<file path="src/rtl/stereo_frame_sequencer.sv">
// stereo_frame_sequencer: frame-level initiator for the L/R pipeline.
// Clears, starts, waits for both channel dones, tracks skew and timeouts.
module stereo_frame_sequencer #(
  parameter int CLEAR_CYCLES   = 2,
  parameter int TIMEOUT_CYCLES = 6000000,
  parameter int CNT_W          = 16
) (
  input  logic             clk,
  input  logic             rst,
  input  logic             run,
  input  logic             single,
  input  logic             l_done,
  input  logic             r_done,
  output logic             l_clear,
  output logic             r_clear,
  output logic             l_start,
  output logic             r_start,
  output logic             busy,
  output logic             frame_done,
  output logic [CNT_W-1:0] frame_cnt,
  output logic [CNT_W-1:0] done_skew,
  output logic             timeout_err
);

  localparam logic [2:0] S_IDLE  = 3'd0;
  localparam logic [2:0] S_CLEAR = 3'd1;
  localparam logic [2:0] S_START = 3'd2;
  localparam logic [2:0] S_WAIT  = 3'd3;
  localparam logic [2:0] S_DONE  = 3'd4;

  localparam logic [7:0]       CLR_LAST = 8'(CLEAR_CYCLES - 1);
  localparam logic [23:0]      TMO_LAST = 24'(TIMEOUT_CYCLES - 1);
  localparam logic [CNT_W-1:0] ONE      = CNT_W'(1);

  logic [2:0]       state;
  logic [2:0]       state_nx;
  logic [7:0]       clr_cnt;
  logic [23:0]      timer;
  logic             l_seen;
  logic             r_seen;
  logic             l_seen_nx;
  logic             r_seen_nx;
  logic             both;
  logic             tmo_hit;
  logic [CNT_W-1:0] skew;
  logic [CNT_W-1:0] skew_nx;

  // Sticky done capture, skew step and timeout detect for the WAIT state
  always_comb begin
    l_seen_nx = l_seen | l_done;
    r_seen_nx = r_seen | r_done;
    both      = l_seen_nx & r_seen_nx;
    tmo_hit   = (timer == TMO_LAST);
    skew_nx   = skew;
    if ((l_seen ^ r_seen) && (skew != '1))
      skew_nx = skew + ONE;
  end

  // Next-state selection
  always_comb begin
    state_nx = state;
    unique case (state)
      S_IDLE:  if (single || run) state_nx = S_CLEAR;
      S_CLEAR: if (clr_cnt == CLR_LAST) state_nx = S_START;
      S_START: state_nx = S_WAIT;
      S_WAIT: begin
        if (both)         state_nx = S_DONE;
        else if (tmo_hit) state_nx = S_IDLE;
      end
      S_DONE:  state_nx = run ? S_CLEAR : S_IDLE;
      default: state_nx = S_IDLE;
    endcase
  end

  // State register
  always_ff @(posedge clk) begin
    if (rst) state <= S_IDLE;
    else     state <= state_nx;
  end

  // Frame datapath: clear timing, done flags, timer, skew, counters
  always_ff @(posedge clk) begin
    if (rst) begin
      clr_cnt     <= '0;
      timer       <= '0;
      l_seen      <= 1'b0;
      r_seen      <= 1'b0;
      skew        <= '0;
      frame_cnt   <= '0;
      done_skew   <= '0;
      timeout_err <= 1'b0;
    end else begin
      if (state == S_IDLE && state_nx == S_CLEAR)
        timeout_err <= 1'b0;
      clr_cnt <= (state == S_CLEAR) ? clr_cnt + 8'd1 : 8'd0;
      if (state == S_START) begin
        l_seen <= 1'b0;
        r_seen <= 1'b0;
        timer  <= '0;
        skew   <= '0;
      end
      if (state == S_WAIT) begin
        l_seen <= l_seen_nx;
        r_seen <= r_seen_nx;
        skew   <= skew_nx;
        timer  <= timer + 24'd1;
        if (both) begin
          done_skew <= skew_nx;
          frame_cnt <= frame_cnt + ONE;
        end else if (tmo_hit) begin
          timeout_err <= 1'b1;
        end
      end
    end
  end

  // Moore decode of the control outputs
  assign l_clear    = (state == S_CLEAR);
  assign r_clear    = (state == S_CLEAR);
  assign l_start    = (state == S_START);
  assign r_start    = (state == S_START);
  assign busy       = (state != S_IDLE);
  assign frame_done = (state == S_DONE);

endmodule

</file>
<file path="config.mk">
export PLATFORM = sky130hd
export DESIGN_NAME = stereo_frame_sequencer
export DESIGN_NICKNAME = d
export VERILOG_FILES = /design/src/rtl/stereo_frame_sequencer.sv
export SDC_FILE = /design/constraint.sdc
export NUM_CORES = 1
export LEC_CHECK = 0
export BUFFER_PORTS_ARGS = -buffer_cell sky130_fd_sc_hd__buf_2
export CORE_ASPECT_RATIO = 0.8
export CORE_MARGIN = 3
export CORE_UTILIZATION = 50
export CTS_CLUSTER_DIAMETER = 120
export CTS_CLUSTER_SIZE = 10
export DETAILED_ROUTE_END_ITERATION = 12
export GPL_TIMING_DRIVEN = 0
export PLACE_DENSITY = 0.69
export SYNTH_ARGS = -nofsm -noshare
export SYNTH_HDL_FRONTEND = slang
export SYNTH_SLANG_ARGS = --single-unit
</file>
<file path="constraint.sdc">
create_clock -name clk -period 3.5 [get_ports clk]
set_clock_uncertainty 0.2 [all_clocks]
set_input_delay 0.525 -clock clk [delete_from_list [all_inputs] [get_ports clk]]
set_output_delay 0.525 -clock clk [all_outputs]
set_load 0.01 [all_outputs]
</file>
# Yosys cells after proc, flatten, opt, wreduce, memory -nomap -nowiden
# Cells that the tools add are included.
[classes] muxes=18 bitwise=5 n_addsub=4 n_reduce_logical=8 n_eq_ne=8
[op_table] operator="16-bit two-way mux" n=3
[op_table] operator="24-bit two-way mux" n=2
[op_table] operator="16-bit by 1-bit adder with 16-bit output (second input constant)" n=2
[op_table] operator="24-bit by 1-bit adder with 24-bit output (second input constant)" n=1
[op_table] operator="24-bit by 23-bit equality test with 1-bit output (second input constant)" n=1
[op_table] operator="16-bit inequality test (second input constant)" n=1
[op_table] operator="3-bit one-hot mux with 5 select lines" n=1
[op_table] operator="3-bit two-way mux" n=4
[op_table] operator="8-bit by 1-bit adder with 8-bit output (second input constant)" n=1
[op_table] operator="8-bit by 1-bit equality test with 1-bit output (second input constant)" n=1
[op_table] operator="1-bit two-way mux" n=8
[op_table] operator="3-bit by 1-bit equality test with 1-bit output (second input constant)" n=2
[op_table] operator="3-bit by 2-bit equality test with 1-bit output (second input constant)" n=2
[op_table] operator="3-bit equality test (second input constant)" n=1
[op_table] operator="3-bit zero test" n=1
[op_table] operator="3-bit nonzero test" n=1
[op_table] operator="1-bit logical AND" n=2
[op_table] operator="1-bit OR" n=2
[op_table] operator="2-bit AND reduction" n=1
[op_table] operator="2-bit nonzero test" n=1
[op_table] operator="2-bit OR reduction" n=1
[op_table] operator="1-bit bitwise AND" n=1
[op_table] operator="1-bit logical OR" n=1
[op_table] operator="1-bit inverter" n=1
[op_table] operator="1-bit XOR" n=1
[word_totals] inputBits=6 out_inout_bits=39 ff_bits=86 elab_cells=52

# Logic depth before layout (Yosys ltp)
# Gate-level depths: netlist (run 1).
[logic_depth] ltp_word=10 mapped_depth=7 depth_no_buf=6

# Worst setup path after synthesis (run 1)
# No wires, ideal clock.
[synth_path] path_type="register -> register" startpoint="reg skew[0]" endpoint="reg done_skew[8]" setup_time_ps=91 synth_period_minus_slack_ps=2267 path_stages_with_launch=7 path_slack_ps=1233 required_ps=3209 n_path_buf=1 arrival_ps=1976 cell_sequence="dfxtp_1 > ha_1 > clkbuf_1 > inv_1 > or4_1 > or3_1 > a311oi_1"
[synth_between] elab_chain_len=3 elab_cells_between_ends=4 classes_between="add/sub: 1; eq/ne: 1; mux: 1; reduce/logical: 1"
[synth_lines] item="start, declared" line_no="45" rtl="logic [CNT_W-1:0] skew;"
[synth_lines] item="start signal, assigned" line_no="105" rtl="skew <= skew_nx;"
[synth_lines] item="branches (longest 2 deep; another with 16-bit by 1-bit adder with 16-bit output)"
[synth_lines] item="16-bit two-way mux *" line_no="55" rtl="if ((l_seen ^ r_seen) && (skew != '1))"
[synth_lines] item="end signal, assigned" line_no="108" rtl="done_skew <= skew_nx;"
[synth_lines] item="end, declared" line_no="21" rtl="output logic [CNT_W-1:0] done_skew,"
# Every way passes the cells marked *.
# A chain may end at the register's enable or synchronous reset.

# Worst setup path in the final report (run 1)
[layout_path] startpoint="reg skew[0]" endpoint="reg done_skew[4]"
# The elaborated chain is that of the path after synthesis.

==> impl_metrics.toml, run 1 <==
[detailed_routing]
antenna_left = 0
drt_iter0_markers = 277
first_pass_iters = 6
via_per_inst = 6.26
via_count = 4526
routedWlPerCell_um = 16.6
totalWireLength_um = 12000
remaining_drc_errors = 0

[yosys]
synth_mux_area_frac = 0.00251
synth-xor-area-share = 0.0371
synth_edf_count = 0
async_reset_ff_frac = 0
synth_simple_gate_area_share = 0.318
synthAdderAreaFrac = 0.0139
synth_area_mm2 = 0.00449
synth_top_area_share = 0.384
synth.area.top_cells = "dfxtp_1 38%, nor2_1 4.2%, or4_1 4.2%, nand3_1 3.6%, a21oi_1 3.5%"
yosysSeqAreaShare = 0.384
synth_top_family_by_area = "simple AND/OR/NAND/NOR gates"
ys.flop_type = "dfxtp_1"
synth-compound-area-share = 0.193
ys_seq_elements = 86
synth_cell_type_count = 52
yosysTopAreaCell = "dfxtp_1"
synthesis.nets = 563
syn_avg_cell_area_um2 = 8.13
yosysWarnings = 0
syn_inst = 552

[power]
powerDensity_mw_per_mm2 = 413
ir_worst_vdd_v = 0.000277
leakagePower_nw = 1.65

[hold_path]
hold_class = "input port to flip-flop"
min_path_cells = 3
whs_endpoint = "l_seen"
hp-start = "l_done"

[clocking]
clockBufferDepth = 2
htreeDepth = 3
cts_buffers = 9
post-cts-setup-buffers = 0
cts_tree = "built"
insertion_delay_ns = 0.37
cts_hold_buf = 0
cts_resized = 0
cts_root_buffer = "clkbuf_8"
clkTransAtPathRegs_ns = 0.09
cts_num_sinks = 86

[status]
outcome = "finished clean"

[timing]
slew_viol_final = 0
finalCriticalPeriod_ns = 2.79
rsz0062_at_grt = "no"
max_freq_mhz = 358
slew_headroom = 0.539
setup_viol = 0
layout_worst_path_cycle_share = 0.798
fin_setup_tns_ns = 0
hold_viol_final = 0
worst_pin_slew_ns = 0.686

[finish]
area_growth_pct = 13.9
area.sequential_mm2 = 0.00172
final_area_mm2 = 0.00511
multi_input_area_mm2 = 0.00253
antenna_cells = 0
fin_nets = 617
drive_gt1_frac = 0.126
n_fill_cell = 792

[floorplanning]
dieArea_mm2 = 0.0102
die_y_um = 90.7
die_w_um = 112
io_pins = 45
rows = 30
core_area_mm2 = 0.00860
start_util = 0.522

[worst_setup_path]
cp-end-kind = "flip-flop"
worstSetupPathType = "flip-flop to flip-flop"
r2r-start = "skew[0]"
worstPathArrival_ns = 2.87
r2r_slack_ns = 0.71
crit_family = "simple AND/OR/NAND/NOR gates"
cp_max_fo = 10
cp_slowest_cell = "nor4_2"
r2r-end = "done_skew[4]"
max_stage_delay_ns = 0.62
path_buf_inv = 2
crit_chain = "ha_1, clkbuf_1, nand3_1, nor4_2, buf_2, o21ai_0, a311oi_1"
startpoint_type = "flip-flop"
reg2reg_depth = 7
worstPathRequired_ns = 3.58

[flow_run]
cap_violations = 0

[place]
place_area_mm2 = 0.00484
port_buffers = 43
gp_congestion = 0.941
dp.final_hpwl_um = 8440

[grt]
grt-ovfl-total = 0
grt_max_degree = 15
antenna_found_initial = 0
grt_pass1_vias = 3987
grt_usage = 0.238
grt_pass1_wl_um = 20000
[cells by family after synthesis]
group	count (synthesis)
AND/OR/NAND/NOR	251
multiplexers	1
AO/OA/AOI/OAI	132
flip-flops	86
XOR/XNOR	19
buffers and inverters	58
adder cells (fa/ha/maj)	5
[final cells by class]
| class | instances | area share |
|---|---|---|
| Inverter | 11 | 0.00807 |
| Sequential cell | 86 | 0.337 |
| Buffer | 47 | 0.0374 |
| Clock inverter | 6 | 0.0259 |
| Tap cell | 112 | 0.0274 |
| Clock buffer | 10 | 0.0269 |
| Timing Repair Buffer | 43 | 0.0421 |
| Multi-Input combinational cell | 408 | 0.495 |
[cells in the final DEF (no fill, tap or decap), types with 5 or more instances in the layout]
| master | Yosys | final |
|---|---|---|
| o21ai_0 | 25 | 25 |
| a311oi_1 | 15 | 15 |
| nand2_1 | 37 | 37 |
| or4_1 | 25 | 25 |
| a21oi_1 | 31 | 31 |
| inv_1 | 11 | 11 |
| clkbuf_1 | 37 | 37 |
| nor3_1 | 14 | 14 |
| nand3_1 | 32 | 32 |
| buf_2 | 6 | 49 |
| xnor2_1 | 9 | 9 |
| a31oi_1 | 13 | 13 |
| o211ai_1 | 9 | 9 |
| or3_1 | 22 | 22 |
| and4_1 | 10 | 10 |
| clkbuf_8 | 0 | 10 |
| o31ai_1 | 15 | 15 |
| dfxtp_1 | 86 | 86 |
| nor4_1 | 9 | 9 |
| xor2_1 | 10 | 10 |
| a211oi_1 | 5 | 5 |
| nand4_1 | 19 | 19 |
| nor2_1 | 50 | 50 |
| ha_1 | 5 | 5 |
[per-stage QoR]
stage | utilization | power [mW] | setup slack (ns) | std cells | hold slack, ns
6_report | 0.595 | 2.11 | 0.708 | 723 | 0.221
5_1_grt | 0.595 | 2.18 | 0.504 | 723 | 0.243
4_1_cts | 0.595 | 2.13 | 0.789 | 723 | 0.207
3_5_place_dp | 0.563 | 1.20 | 0.847 | 707 | 0.284
3_3_place_gp | 0.563 | 1.20 | 0.894 | 707 | 0.266
2_1_floorplan | - | 1.13 | 1.23 | 552 | 0.252
[worst max path at each step]
stage | depth (start not counted) | endpoint | slack, ns | startpoint
global route | 7 | done_skew[1] | 0.50 | skew[0]
CTS | 4 | frame_done | 0.79 | state[0]
finish | 7 | done_skew[4] | 0.71 | skew[0]
global placement | 7 | done_skew[3] | 0.89 | skew[0]
floorplan | 6 | done_skew[8] | 1.23 | skew[0]
detailed placement | 7 | done_skew[4] | 0.85 | skew[0]
[synth_stat cells (all sizes together) (3+ instances only)]
master and instances:
nand2 37, nand4 20, nand3b 3, dfxtp 86, nor3 14, buf 10, nor2 50, xor2 10
nand3 32, o31ai 15, nand2b 3, o21ai 25, or4b 4, nor4 11, a21oi 31, and2 4
o211ai 9, and4 10, clkbuf 37, a31oi 13, or3 23, a211oi 5, inv 11, a311oi 15
o22ai 3, ha 5, and3 4, o311ai 3, or4 25, xnor2 9
[flip-flops by register name (all words and copies together) (netlist names)]
signal and cells:
l_seen 1, timer 24, clr_cnt 8, frame_cnt 16, timeout_err 1, done_skew 16
r_seen 1, state 3, skew 16
[power breakdown]
group	switching, mW	internal, mW
registers	0.0122	0.989
logic	0.124	0.0513
clock network	0.371	0.564
[tightest hold or removal path, delay by kind of cell]
kind | cells | cell delay, ns
AO/OA/AOI/OAI | 1 | 0.06
buffers and inverters | 1 | 0.10
AND/OR/NAND/NOR | 1 | 0.08
[per-layer routing]
layer / up-vias / GRT usage / part of all wire
li1: 2195 / - / -
met1: 2143 / 0.344 / 0.48
met2: 171 / 0.353 / 0.44
met3: 17 / 0.0549 / 0.070
met4: 0 / 0.0709 / 0.014
met5: - / 0 / 0
Power figures use the tool's default switching activity.
==> run 2, diff against run 1 <==
--- a/config.mk
+++ b/config.mk
@@ -13,7 +13,7 @@
 export CTS_CLUSTER_SIZE = 10
 export DETAILED_ROUTE_END_ITERATION = 12
 export GPL_TIMING_DRIVEN = 0
-export PLACE_DENSITY = 0.69
+export PLACE_DENSITY = 0.72
 export SYNTH_ARGS = -nofsm -noshare
 export SYNTH_HDL_FRONTEND = slang
 export SYNTH_SLANG_ARGS = --single-unit
==> constraint.sdc (replaced) <==
create_clock -name clk -period 2.34 [get_ports clk]
set_clock_uncertainty 0.2 [all_clocks]
set_input_delay 0.351 -clock clk [delete_from_list [all_inputs] [get_ports clk]]
set_output_delay 0.351 -clock clk [all_outputs]
set_load 0.01 [all_outputs]
==> run 2 against run 1 <==
Clock power up 26%; combinational power up 50%; maximum frequency up 24%; non-clock buffer count up 5; sequential share of layout area down 0.34 points.
==> impl_metrics.toml, run 2 (same netlist as run 1, synthesis figures left out) <==
[worst_setup_path]
worstPathArrival_ns = 2.33
r2r_slack_ns = 0.08
cp_max_fo = 8
worstSetupPathType = "flip-flop to flip-flop"
cp-end-kind = "flip-flop"
worstPathRequired_ns = 2.41
startpoint_type = "flip-flop"

[detailed_routing]
antenna_left = 0
routedWlPerCell_um = 17.0
totalWireLength_um = 12400
first_pass_iters = 5
drt_iter0_markers = 420
remaining_drc_errors = 0
via_count = 4589
via_per_inst = 6.31

[power]
powerDensity_mw_per_mm2 = 569
seq_power_share = 0.509
clkPwrFrac = 0.401
switchingPower_uw = 729
leakagePower_nw = 1.72
swShare = 0.248
ir_worst_vdd_v = 0.000321
combinationalPowerShare = 0.090
intPower_mw = 2.21

[finish]
drive_gt1_frac = 0.159
largest_reg_flops = 24
largest-register = "timer"
area_growth_pct = 15.3
fin_nets = 622
final_area_mm2 = 0.00517
final_cell_mix = "84 x dfxtp_1, 50 x buf_2, 49 x nor2_1, 37 x nand2_1, 32 x nand3_1"
layout_commonest_cell = "dfxtp_1"
final_core_util = 0.602
antenna_cells = 0
n_fill_cell = 761

[timing]
whs_ns = 0.0555
finalCriticalPeriod_ns = 2.26
layout_worst_path_cycle_share = 0.964
setup_viol = 0
slew_viol_final = 0
hold_viol_final = 0
worst_pin_slew_ns = 0.662
slew_headroom = 0.559
fin_setup_tns_ns = 0
max_freq_mhz = 443

[clocking]
clockBufferDepth = 2
cts_buffers = 9
cts_root_buffer = "clkbuf_8"
htreeDepth = 3
cts_num_sinks = 86
clkTransAtPathRegs_ns = 0.08
cts_hold_buf = 0
insertion_delay_ns = 0.36
cts_tree = "built"

[grt]
grt-ovfl-total = 0
grt_usage = 0.236
grt_pass1_wl_um = 19700
antenna_found_initial = 0
grt_pass1_vias = 3998
grt_max_degree = 14

[flow_run]
cap_violations = 0

[place]
place_area_mm2 = 0.00484
dp.final_hpwl_um = 8630
port_buffers = 43
gp_congestion = 0.930

[floorplanning]
die_y_um = 90.7
start_util = 0.522
die_w_um = 112
rows = 30
core_area_mm2 = 0.00860
dieArea_mm2 = 0.0102
io_pins = 45

[status]
outcome = "finished clean"

[hold_path]
hold_class = "input port to flip-flop"
[run 2: changes by cell type in the layout (fill, tap and decap cells not counted), moves of 2 or more]
cell       previous run  this run
buf_1                 2         0
buf_4                 2        10
bufinv_16             4         2
clkbuf_1             37        29
clkbuf_2              0         7
dfxtp_1              86        84
dfxtp_2               0         2
nor3_1               14        12
nor3_2                0         2
nor4_2                2         0
nor4_4                0         2
[run 2: final cells by class]
class                           instances  area (um^2)  area share
Clock buffer                           12          155      0.0300
Timing Repair Buffer                   51          275      0.0532
Sequential cell                        86         1720       0.333
Clock inverter                          3         67.6      0.0131
Tap cell                              112          140      0.0271
Multi-Input combinational cell        408         2580       0.499
Buffer                                 44          190      0.0368
Inverter                               11         41.3     0.00798
[run 2: power by group through the flow]
stage	logic, mW	clock network [mW]	registers (mW)
after detailed placement	0.256	0	1.53
after CTS	0.258	1.20	1.50
after floorplan	0.166	0	1.53
after global placement	0.253	0	1.53
after global routing	0.287	1.26	1.50
final	0.264	1.18	1.50
[run 2: timing repair]
action                                  in CTS  in global routing
buffers inserted                             0                  8
pin swaps                                    0                  4
endpoints found under the hold margin        0                  0
endpoints found under the setup margin      29                 48
resized for setup                            5                 18
[run 2: metal layers]
layer / track usage / wire length, um / vias to the layer above
met4: 0.0800 / 322 / 0
met3: 0.0636 / 926 / 32
met1: 0.320 / 5610 / 2159
met2: 0.362 / 5510 / 189
met5: 0 / 0 / -
li1: - / - / 2209
[run 2: path summary, 6_finish.rpt]
| path | startpoint | end | cells past startpoint |
|---|---|---|---|
| worst max-delay path | skew[8] | done_skew[14] | 4 |
| worst min-delay path | r_done | r_seen | 3 |
| worst max register to register | skew[8] | done_skew[14] | 4 |
| worst min register to register | timer[23] | timer[23] | 2 |
[run 2: through the flow]
stage / total power, mW / setup slack [ns] / cells
floorplan: 1.70 / 0.0733 / 552
global placement: 1.78 / -0.228 / 707
detailed placement: 1.79 / -0.301 / 707
CTS: 2.95 / 0.00158 / 721
global route: 3.05 / -0.000506 / 727
finish: 2.94 / 0.0835 / 727
[run 2: critical path: stages (launching register included)]
cell	delay [ns]
dfxtp_1	0.49
nand4_4	0.23
or3_4	0.48
or4_1	0.51
a311oi_1	0.25
==> run 3, diff against run 2 <==
--- a/config.mk
+++ b/config.mk
@@ -13,7 +13,8 @@
 export CTS_CLUSTER_SIZE = 10
 export DETAILED_ROUTE_END_ITERATION = 12
 export GPL_TIMING_DRIVEN = 0
-export PLACE_DENSITY = 0.72
+export HOLD_SLACK_MARGIN = 0.08
+export PLACE_DENSITY = 0.79
 export SYNTH_ARGS = -nofsm -noshare
 export SYNTH_HDL_FRONTEND = slang
 export SYNTH_SLANG_ARGS = --single-unit
==> run 3 against run 2 <==
First-iteration DRC count shrank 8.3%; die area is the same; sequential power is essentially flat; global-route usage grew 0.31 points; largest power group unchanged; critical path type unchanged; largest cell class unchanged; maximum frequency shrank 0.94%; via count grew 2.2%; sequential share of layout area shrank 0.57 points.
==> impl_metrics.toml, run 3 (same netlist as run 1, synthesis figures left out) <==
[worst_setup_path]
crit_family = "simple AND/OR/NAND/NOR gates"
worstSetupPathType = "flip-flop to flip-flop"
worstPathArrival_ns = 2.34
crit_chain = "buf_6, nand4_1, or3_4, or4_4, a311oi_2"
path_buf_inv = 1
max_stage_delay_ns = 0.50
startpoint_type = "flip-flop"
cp_max_fo = 8
cp-end-kind = "flip-flop"
worstPathRequired_ns = 2.40
cp_slowest_cell = "or4_4"

[clocking]
cts_buffers = 9
cts_num_sinks = 86
clkTransAtPathRegs_ns = 0.09
cts_tree = "built"
htreeDepth = 3
insertion_delay_ns = 0.36
clockBufferDepth = 2
cts_root_buffer = "clkbuf_8"

[floorplanning]
rows = 30
die_w_um = 112
die_y_um = 90.7
io_pins = 45
core_area_mm2 = 0.00860
start_util = 0.522
dieArea_mm2 = 0.0102

[timing]
slew_viol_final = 0
hold_viol_final = 0
finalCriticalPeriod_ns = 2.28
setup_viol = 0
layout_setup_ws_ns = 0.0621
whs_ns = 0.249
worst_pin_slew_ns = 0.733
max_freq_mhz = 439
layout_worst_path_cycle_share = 0.973
slew_headroom = 0.511
rsz0062_at_grt = "yes"

[finish]
area_growth_pct = 17.5
multi_input_area_mm2 = 0.00259
area.sequential_mm2 = 0.00173
largest-register = "timer"
largest_reg_flops = 24
final_core_util = 0.614
n_fill_cell = 737
layout_commonest_cell = "dfxtp_1"
fin_nets = 628
final_cell_mix = "81 x dfxtp_1, 50 x nor2_1, 48 x buf_2, 37 x nand2_1, 32 x nand3_1"
drive_gt1_frac = 0.174
antenna_cells = 0

[grt]
grt_usage = 0.239
grt_max_degree = 15
grt_pass1_vias = 4120
antenna_found_initial = 0
grt_pass1_wl_um = 20100
grt-ovfl-total = 0

[detailed_routing]
first_pass_iters = 5
remaining_drc_errors = 0
antenna_left = 0
via_count = 4691
totalWireLength_um = 12600
via_per_inst = 6.39
routedWlPerCell_um = 17.2
drt_iter0_markers = 385

[power]
ir_worst_vdd_v = 0.000371
powerDensity_mw_per_mm2 = 581
leakagePower_nw = 1.77

[place]
gp_congestion = 0.925
dp.final_hpwl_um = 8660
place_ws_ns = -0.321
port_buffers = 43

[status]
outcome = "finished clean"

[flow_run]
cap_violations = 0

[hold_path]
hold_class = "input port to flip-flop"
==> run 3: cell types whose count changed in the layout (fill, tap and decap cells not counted), moves of 2 or more <==
cell	delta
dlygate4sd3_1	+2
dfxtp_2	+3
buf_2	-2
buf_6	+2
dfxtp_1	-3
buf_4	+5
==> run 3: worst register-to-register path, cell delays in order (launching register included) <==
cell and delay [ns]:
dfxtp_2 0.33, buf_6 0.11, nand4_1 0.24, or3_4 0.49, or4_4 0.50, a311oi_2 0.30
==> run 3: what timing repair did <==
action,CTS,global route
hold endpoints to repair,2,0
pin swaps,2,9
hold buffers,2,0
gates resized for setup,6,29
buffers inserted,2,11
endpoints found under the setup margin,30,46
==> run 3: area by class of cell <==
type                       count  share of cell area
timing repair buffer          58              0.0631
multi-input combinational    408               0.490
buffer                        43              0.0377
sequential                    86               0.328
tap                          112              0.0266
clock buffer                  11              0.0268
clock inverter                 5              0.0202
inverter                      11             0.00783
==> run 3: metal layers <==
| layer | up-vias | GRT usage | wire length [um] |
|---|---|---|---|
| li1 | 2216 | - | - |
| met1 | 2222 | 0.341 | 5690 |
| met2 | 224 | 0.354 | 5470 |
| met3 | 29 | 0.0522 | 1240 |
| met4 | 0 | 0.0851 | 235 |
| met5 | - | 0 | 0 |
==> run 3: per-stage QoR <==
stage	instance area, um^2	TNS [ns]	power [mW]	cells
4_1_cts	5150	0	3.06	726
5_1_grt	5280	-0.128	3.16	734
3_3_place_gp	4840	-3.62	1.78	707
3_5_place_dp	4840	-4.40	1.79	707
6_report	5280	0	3.07	734
2_1_floorplan	4490	0	1.70	552
==> run 3: power by group <==
part	total [mW]	switching, mW	internal [mW]
clock network	1.29	0.552	0.741
logic	0.277	0.192	0.0844
registers	1.50	0.0177	1.48
==> run 3: path summary, 6_finish.rpt <==
| path | from | endpoint | slack [ns] | cells past startpoint |
|---|---|---|---|---|
| worst max register to register | skew[3] | done_skew[14] | 0.06 | 5 |
| worst min-delay path | run | timeout_err | 0.25 | 4 |
| worst max-delay path | skew[3] | done_skew[14] | 0.06 | 5 |
| worst min register to register | skew[4] | skew[4] | 0.29 | 1 |
